**src/rtl/lego_hdr_pkg.sv**
```systemverilog
// Lego header layout, tracker state encoding and stream beat payload shared by
// the RX sequence tracker and the cumulative-ACK generator.
package lego_hdr_pkg;

  localparam int unsigned DATA_W = 512;
  localparam int unsigned KEEP_W = 64;
  localparam int unsigned USER_W = 64;
  localparam int unsigned APP_W  = 8;
  localparam int unsigned SEQ_W  = 32;
  localparam int unsigned CNT_W  = 16;

  localparam int unsigned APP_ID_LSB = 336;
  localparam int unsigned SEQ_LSB    = 344;
  localparam int unsigned ACK_BIT    = 376;
  localparam int unsigned SYN_BIT    = 377;

  localparam logic [APP_W-1:0] APP_ID0_DEF = 8'h00;
  localparam logic [APP_W-1:0] APP_ID1_DEF = 8'h01;

  typedef enum logic [1:0] {
    HDR  = 2'b00,
    FWD  = 2'b01,
    DROP = 2'b10
  } rx_state_e;

  typedef struct packed {
    logic [APP_W-1:0] app_id;
    logic [SEQ_W-1:0] seq;
    logic             ack;
    logic             syn;
  } lego_hdr_t;

  typedef struct packed {
    logic [DATA_W-1:0] tdata;
    logic [KEEP_W-1:0] tkeep;
    logic [USER_W-1:0] tuser;
    logic              tlast;
    logic              tdest;
  } axis_beat_t;

endpackage

```
**src/rtl/rx_seq_tracker_if.sv**
```systemverilog
// Sysnet RX input stream and tagged downstream stream of the sequence tracker.
interface rx_seq_tracker_if;
  import lego_hdr_pkg::*;

  logic [DATA_W-1:0] rx_tdata;
  logic [KEEP_W-1:0] rx_tkeep;
  logic [USER_W-1:0] rx_tuser;
  logic              rx_tlast;
  logic              rx_tvalid;
  logic              rx_tready;

  logic [DATA_W-1:0] m_tdata;
  logic [KEEP_W-1:0] m_tkeep;
  logic [USER_W-1:0] m_tuser;
  logic              m_tlast;
  logic              m_tvalid;
  logic              m_tdest;
  logic              m_tready;

  modport slave (
    input  rx_tdata, rx_tkeep, rx_tuser, rx_tlast, rx_tvalid, m_tready,
    output rx_tready, m_tdata, m_tkeep, m_tuser, m_tlast, m_tvalid, m_tdest
  );

  modport master (
    output rx_tdata, rx_tkeep, rx_tuser, rx_tlast, rx_tvalid, m_tready,
    input  rx_tready, m_tdata, m_tkeep, m_tuser, m_tlast, m_tvalid, m_tdest
  );

endinterface

```
**src/rtl/axis_reg_slice_512.sv**
```systemverilog
// Single-stage output register for a 512-bit stream beat with destination tag.
module axis_reg_slice_512
  import lego_hdr_pkg::*;
(
  input  logic       clk,
  input  logic       resetn,
  input  logic       in_valid,
  input  axis_beat_t in_beat,
  output logic       in_ready_c,
  output logic       out_valid,
  output axis_beat_t out_beat,
  input  logic       out_ready
);

  // Ready also gates the upstream while this block is held in reset.
  assign in_ready_c = resetn && (!out_valid || out_ready);

  always_ff @(posedge clk) begin
    if (!resetn) begin
      out_valid <= 1'b0;
      out_beat  <= '0;
    end else if (in_ready_c) begin
      out_valid <= in_valid;
      if (in_valid) out_beat <= in_beat;
    end
  end

endmodule

```
**src/rtl/rx_seq_tracker.sv**
```systemverilog
// Per-app receive sequence checker: forwards in-order Lego packets tagged with
// their slot, drops ACK/unknown/out-of-order packets, exports expected seq.
module rx_seq_tracker
  import lego_hdr_pkg::*;
#(
  parameter logic [APP_W-1:0] APP_ID0 = APP_ID0_DEF,
  parameter logic [APP_W-1:0] APP_ID1 = APP_ID1_DEF
) (
  input  logic             clk,
  input  logic             resetn,
  rx_seq_tracker_if.slave  bus,
  output logic [SEQ_W-1:0] seq0_out,
  output logic [SEQ_W-1:0] seq1_out,
  output logic             seq0_valid,
  output logic             seq1_valid,
  output logic [CNT_W-1:0] drop0_cnt,
  output logic [CNT_W-1:0] drop1_cnt
);

  rx_state_e             state;
  logic [1:0][SEQ_W-1:0] exp_q;
  logic [1:0]            valid_q;
  logic [1:0][CNT_W-1:0] drop_q;
  logic                  cur_slot;

  lego_hdr_t  hdr;
  logic       hit0;
  logic       hit1;
  logic       known;
  logic       slot;
  logic       in_order;
  logic       hdr_fwd;
  logic       hdr_ooo;
  logic       beat_acc;
  logic       fwd_beat;
  axis_beat_t in_beat;
  axis_beat_t out_beat;

  // Header decode and accept/drop decision for the current beat.
  always_comb begin
    hdr.app_id = bus.rx_tdata[APP_ID_LSB +: APP_W];
    hdr.seq    = bus.rx_tdata[SEQ_LSB +: SEQ_W];
    hdr.ack    = bus.rx_tdata[ACK_BIT];
    hdr.syn    = bus.rx_tdata[SYN_BIT];

    hit0     = (hdr.app_id == APP_ID0);
    hit1     = (hdr.app_id == APP_ID1);
    known    = hit0 || hit1;
    slot     = !hit0;
    in_order = (hdr.seq == exp_q[slot]);
    hdr_fwd  = known && !hdr.ack && (hdr.syn || in_order);
    hdr_ooo  = known && !hdr.ack && !hdr.syn && !in_order;

    beat_acc = bus.rx_tvalid && bus.rx_tready;
    fwd_beat = beat_acc && (((state == HDR) && hdr_fwd) || (state == FWD));

    in_beat.tdata = bus.rx_tdata;
    in_beat.tkeep = bus.rx_tkeep;
    in_beat.tuser = bus.rx_tuser;
    in_beat.tlast = bus.rx_tlast;
    in_beat.tdest = (state == HDR) ? slot : cur_slot;
  end

  // Packet FSM plus per-slot expected sequence, valid flag and drop counter.
  always_ff @(posedge clk) begin
    if (!resetn) begin
      state    <= HDR;
      exp_q    <= '0;
      valid_q  <= '0;
      drop_q   <= '0;
      cur_slot <= 1'b0;
    end else if (beat_acc) begin
      case (state)
        HDR: begin
          cur_slot <= slot;
          if (hdr_fwd) begin
            exp_q[slot]   <= (hdr.syn ? hdr.seq : exp_q[slot]) + SEQ_W'(1);
            valid_q[slot] <= 1'b1;
          end
          if (hdr_ooo && (drop_q[slot] != '1)) begin
            drop_q[slot] <= drop_q[slot] + CNT_W'(1);
          end
          if (!bus.rx_tlast) state <= hdr_fwd ? FWD : DROP;
        end
        FWD, DROP: begin
          if (bus.rx_tlast) state <= HDR;
        end
        default: state <= HDR;
      endcase
    end
  end

  axis_reg_slice_512 u_out_slice (
    .clk        (clk),
    .resetn     (resetn),
    .in_valid   (fwd_beat),
    .in_beat    (in_beat),
    .in_ready_c (bus.rx_tready),
    .out_valid  (bus.m_tvalid),
    .out_beat   (out_beat),
    .out_ready  (bus.m_tready)
  );

  assign bus.m_tdata = out_beat.tdata;
  assign bus.m_tkeep = out_beat.tkeep;
  assign bus.m_tuser = out_beat.tuser;
  assign bus.m_tlast = out_beat.tlast;
  assign bus.m_tdest = out_beat.tdest;

  assign seq0_out   = exp_q[0];
  assign seq1_out   = exp_q[1];
  assign seq0_valid = valid_q[0];
  assign seq1_valid = valid_q[1];
  assign drop0_cnt  = drop_q[0];
  assign drop1_cnt  = drop_q[1];

endmodule

```
**src/flat_wrapper.sv**
```systemverilog
// flat-port wrapper written by rule: the top's interface ports become plain ports
module rx_seq_tracker_flat import lego_hdr_pkg::*;
#(
  parameter logic [APP_W-1:0] APP_ID0 = APP_ID0_DEF,
  parameter logic [APP_W-1:0] APP_ID1 = APP_ID1_DEF
)
  (clk, resetn, seq0_out, seq1_out, seq0_valid, seq1_valid, drop0_cnt, drop1_cnt, bus_rx_tdata, bus_rx_tkeep, bus_rx_tuser, bus_rx_tlast, bus_rx_tvalid, bus_m_tready, bus_rx_tready, bus_m_tdata, bus_m_tkeep, bus_m_tuser, bus_m_tlast, bus_m_tvalid, bus_m_tdest);
  rx_seq_tracker_if bus_i ();
  input  logic clk;
  input  logic resetn;
  output logic [SEQ_W-1:0] seq0_out;
  output logic [SEQ_W-1:0] seq1_out;
  output logic seq0_valid;
  output logic seq1_valid;
  output logic [CNT_W-1:0] drop0_cnt;
  output logic [CNT_W-1:0] drop1_cnt;
  input wire logic [$bits(bus_i.rx_tdata)-1:0] bus_rx_tdata;
  input wire logic [$bits(bus_i.rx_tkeep)-1:0] bus_rx_tkeep;
  input wire logic [$bits(bus_i.rx_tuser)-1:0] bus_rx_tuser;
  input wire logic [$bits(bus_i.rx_tlast)-1:0] bus_rx_tlast;
  input wire logic [$bits(bus_i.rx_tvalid)-1:0] bus_rx_tvalid;
  input wire logic [$bits(bus_i.m_tready)-1:0] bus_m_tready;
  output wire logic [$bits(bus_i.rx_tready)-1:0] bus_rx_tready;
  output wire logic [$bits(bus_i.m_tdata)-1:0] bus_m_tdata;
  output wire logic [$bits(bus_i.m_tkeep)-1:0] bus_m_tkeep;
  output wire logic [$bits(bus_i.m_tuser)-1:0] bus_m_tuser;
  output wire logic [$bits(bus_i.m_tlast)-1:0] bus_m_tlast;
  output wire logic [$bits(bus_i.m_tvalid)-1:0] bus_m_tvalid;
  output wire logic [$bits(bus_i.m_tdest)-1:0] bus_m_tdest;
  assign bus_i.rx_tdata = bus_rx_tdata;
  assign bus_i.rx_tkeep = bus_rx_tkeep;
  assign bus_i.rx_tuser = bus_rx_tuser;
  assign bus_i.rx_tlast = bus_rx_tlast;
  assign bus_i.rx_tvalid = bus_rx_tvalid;
  assign bus_i.m_tready = bus_m_tready;
  assign bus_rx_tready = bus_i.rx_tready;
  assign bus_m_tdata = bus_i.m_tdata;
  assign bus_m_tkeep = bus_i.m_tkeep;
  assign bus_m_tuser = bus_i.m_tuser;
  assign bus_m_tlast = bus_i.m_tlast;
  assign bus_m_tvalid = bus_i.m_tvalid;
  assign bus_m_tdest = bus_i.m_tdest;
  rx_seq_tracker #(.APP_ID0(APP_ID0), .APP_ID1(APP_ID1)) u_core (.clk(clk), .resetn(resetn), .bus(bus_i), .seq0_out(seq0_out), .seq1_out(seq1_out), .seq0_valid(seq0_valid), .seq1_valid(seq1_valid), .drop0_cnt(drop0_cnt), .drop1_cnt(drop1_cnt));
endmodule
```
**config.mk**
```make
export PLATFORM = sky130hd
export DESIGN_NAME = rx_seq_tracker_flat
export DESIGN_NICKNAME = d
export VERILOG_FILES = /design/src/rtl/lego_hdr_pkg.sv /design/src/rtl/rx_seq_tracker_if.sv /design/src/rtl/axis_reg_slice_512.sv /design/src/rtl/rx_seq_tracker.sv /design/src/flat_wrapper.sv
export SDC_FILE = /design/constraint.sdc
export NUM_CORES = 2
export LEC_CHECK = 0
export ABC_CLOCK_PERIOD_IN_PS = 4460
export CORE_AREA = 2 2 535 537
export CTS_CLUSTER_SIZE = 40
export DETAILED_ROUTE_END_ITERATION = 12
export DIE_AREA = 0 0 537 539
export MAX_ROUTING_LAYER = met4
export PLACE_DENSITY = 0.3
export SYNTH_ARGS = -nofsm -noshare
export SYNTH_HDL_FRONTEND = slang
export SYNTH_SLANG_ARGS = --single-unit
export TNS_END_PERCENT = 10
```
**constraint.sdc**
```tcl
create_clock -name clk -period 4.46 [get_ports clk]
set_input_delay 1.338 -clock clk [delete_from_list [all_inputs] [get_ports clk]]
set_output_delay 1.338 -clock clk [all_outputs]
set_load 0.05 [all_outputs]
```
==> impl_metrics.py <==
metrics = {
    "worst_setup_path": {
        "worstPathArrival_ns": 4.91,
        "cp_max_fo": 5,
        "critPathTopFamily": "simple AND/OR/NAND/NOR gates",
        "rrSetupSlack_ns": 1.18,
        "worstSetupPathType": "input pin to flip-flop",
        "cpMaxStageDelayCell": "or4_1",
        "slowest_delay_ns": 0.65,
        "critical_path.cell_chain": "clkdlybuf4s50_1 > or4_1 > nor2_4 > nand2_1 > a21oi_1 > a21oi_1 > inv_1 > ha_1 > and2_1 > nand4b_1 > nor4_1 > buf_4 > xnor2_1 > nor2_1 > nor2_1",
        "crit_buf_inv": 3,
        "cp-end-kind": "flip-flop",
        "required_ns": 5.20,
        "startpoint_type": "input pin",
    },
    "power": {
        "p_per_area_mw_per_mm2": 309.5,
        "ir_drop_mv": 0.3342,
        "cellLeakagePower_uw": 0.02589,
    },
    "sta": {
        "finalMaxSlewViolations": 0,
        "clock_skew_ns": 0.09868,
        "fin_hold_ws_ns": 0.4543,
        "rsz0062_at_grt": "no",
        "setup_viol": 0,
        "maxSlewHeadroom_pct": 27.85,
        "post-route-worst-setup-slack_ns": 0.2941,
        "hold_viol": 0,
        "min_period_ns": 4.166,
        "worstMarginPinSlew_ns": 1.082,
        "fmax_mhz": 240.0,
        "period_share_pct": 93.40,
        "setup_tns_ns": 0,
    },
    "clock_tree": {
        "post_cts_buffers": 0,
        "cts_tree": "built",
        "cts_htree_levels": 3,
        "hold_buffers": 0,
        "cts_root_buffer": "clkbuf_16",
        "ctsResizeCount": 0,
        "clockBufferDepth": 4,
        "clk_transition_reported_paths_ns": 0.06,
        "clk-insertion-delay-late_ns": 0.88,
        "cts_buffers": 112,
        "cts_sinks": 744,
    },
    "finish": {
        "syn_to_final_growth_pct": 72.81,
        "final_cell_mix": "clkdlybuf4s50_1, dfxtp_1, nand2_1",
        "multi_input_area_sq_mm": 0.01329,
        "ff_latch_area_sq_mm": 0.01489,
        "n_fill_cell": 31630,
        "layout_commonest_cell": "clkdlybuf4s50_1",
        "nNetsFinal": 5758,
        "layout-drive-gt1-share_pct": 7.969,
    },
    "synthesis": {
        "synth_area_leaders": "dfxtp_1, mux2i_1, nand2_1",
        "async_flop_share_pct": 0,
        "synth_fp_nets": 4245,
        "synth_seq_cells": 744,
        "ys_seq_area_share_pct": 46.71,
        "synth_top_area_share_pct": 46.71,
        "synthFlopType": "dfxtp_1",
        "avgSynthCellArea_sq_um": 8.868,
        "netlist_area_sq_mm": 0.03189,
        "netlist-cell-type-count": 66,
        "synth_largest_area_cell": "dfxtp_1",
        "synthCells": 3596,
        "synth_edf_count": 0,
        "ys_warn_count": 0,
    },
    "floorplan": {
        "io_pins": 1387,
        "die-area_sq_mm": 0.2894,
        "die_h_microns": 539,
        "coreArea_sq_mm": 0.2840,
        "placementRows": 196,
        "die_x_microns": 537,
        "initial_core_util_pct": 11.23,
    },
    "drt": {
        "drtIter0Drc": 1771,
        "via_per_inst": 3.461,
        "drc": 0,
        "wl_per_cell_microns": 25.53,
        "antenna_left": 0,
        "dr.pass1.iters": 5,
        "wirelength_microns": 229600,
        "num_vias": 31120,
    },
    "placement": {
        "port_buffers": 1386,
        "hpwlAfterDp_microns": 191000,
        "gp_congestion": 0.8779,
        "pre_cts_slack_ns": -0.4911,
    },
    "grt": {
        "globalRouteTotalUtil_pct": 15.70,
        "grt_overflow": 0,
        "grt_pass1_vias": 31140,
        "grt_max_degree": 148,
        "antenna_found_initial": 145,
        "grt_pass1_wl_microns": 299600,
    },
    "flow_run": {
        "maxCapViolCount": 0,
    },
    "worst_hold_path": {
        "hold_path.class": "flip-flop to flip-flop",
    },
    "status": {
        "status": "complete, no violations",
    },
}
cell usage after synthesis, types with 16 or more instances:
master    count
clkbuf_1    112
nor4_1       16
mux2i_1     661
nor3_1       18
xnor2_1      51
o21ai_0      46
buf_6        55
xor2_1       31
o211ai_1     16
nor2_1       69
or4_1        20
inv_1       657
nand3_1      62
nand4_1      27
o21ai_1      34
dfxtp_1     744
buf_4        19
buf_2        16
nand2_1     738
a21oi_1      52
kinds of logic (layout without fill, tap and decap cells):
kind of cell / Yosys count / after routing / synth area share (%)
AND/OR/NAND/NOR: 1000 / 1000 / 13.33
buffers and inverters: 864 / 2463 / 11.75
flip-flops: 744 / 744 / 46.71
multiplexers: 662 / 662 / 20.78
AO/OA/AOI/OAI: 240 / 240 / 5.022
XOR/XNOR: 82 / 82 / 2.252
adder cells (fa/ha/maj): 4 / 4 / 0.1570
other: 0 / 36 / 0
final cells by class:
| class | count | share of cell area [%] |
|---|---|---|
| clock inverter | 30 | 0.6426 |
| inverter | 658 | 4.482 |
| tap | 3762 | 8.542 |
| timing repair buffer | 1605 | 29.01 |
| clock buffer | 170 | 6.015 |
| antenna | 36 | 0.1635 |
| sequential | 744 | 27.03 |
| multi-input combinational | 1988 | 24.11 |
sequential cells by signal (all words and copies together) (netlist names):
| signal | count |
|---|---|
| u_core.seq1_out | 32 |
| u_core.valid_q | 2 |
| u_core.u_out_slice.out_beat | 642 |
| u_core.cur_slot | 1 |
| u_core.u_out_slice.out_valid | 1 |
| u_core.drop1_cnt | 16 |
| u_core.seq0_out | 32 |
| u_core.state | 2 |
| u_core.drop0_cnt | 16 |
through the flow:
step / std cells / power (uW) / util (%) / cell area [sq um]
after floorplan: 3596 / 7130 / - / 31940
after global placement: 8757 / 8075 / 18.08 / 51350
after detailed placement: 8757 / 8071 / 18.08 / 51350
after CTS: 8957 / 17490 / 19.37 / 55020
after global routing: 8983 / 17770 / 19.40 / 55080
final: 8993 / 17050 / 19.40 / 55110
report_power, final:
part           internal, uW  switching (uW)  total (uW)
registers              6650            3.52        6660
logic                   652             604        1260
clock network          5480            3660        9140
total                 12800            4270       17100
per-layer routing:
layer	routed length [microns]	vias up	GRT usage, %	part of all wire [%]
met5	0	-	-	0
met4	4477	0	2.708	2.0
met3	23810	312	6.323	10
met2	102500	1430	24.48	45
met1	98760	14880	19.11	43
li1	-	14510	-	-
final timing paths:
| kind | depth (start not counted) | to | from |
|---|---|---|---|
| setup / recovery | 15 | u_core.seq0_out[26] | bus_rx_tdata[338] |
| hold / removal | 2 | u_core.u_out_slice.out_beat[507] | u_core.u_out_slice.out_beat[507] |
| setup reg to reg | 10 | u_core.u_out_slice.out_beat[208] | u_core.seq1_out[12] |
| hold reg to reg | 2 | u_core.u_out_slice.out_beat[507] | u_core.u_out_slice.out_beat[507] |
tightest hold or removal path, delay by kind of cell, from the launching register on:
family	cells	cell delay (ns)
DFF	1	0.30
muxes	1	0.05
and+or+nand+nor	1	0.05
Power figures use the tool's default switching activity.
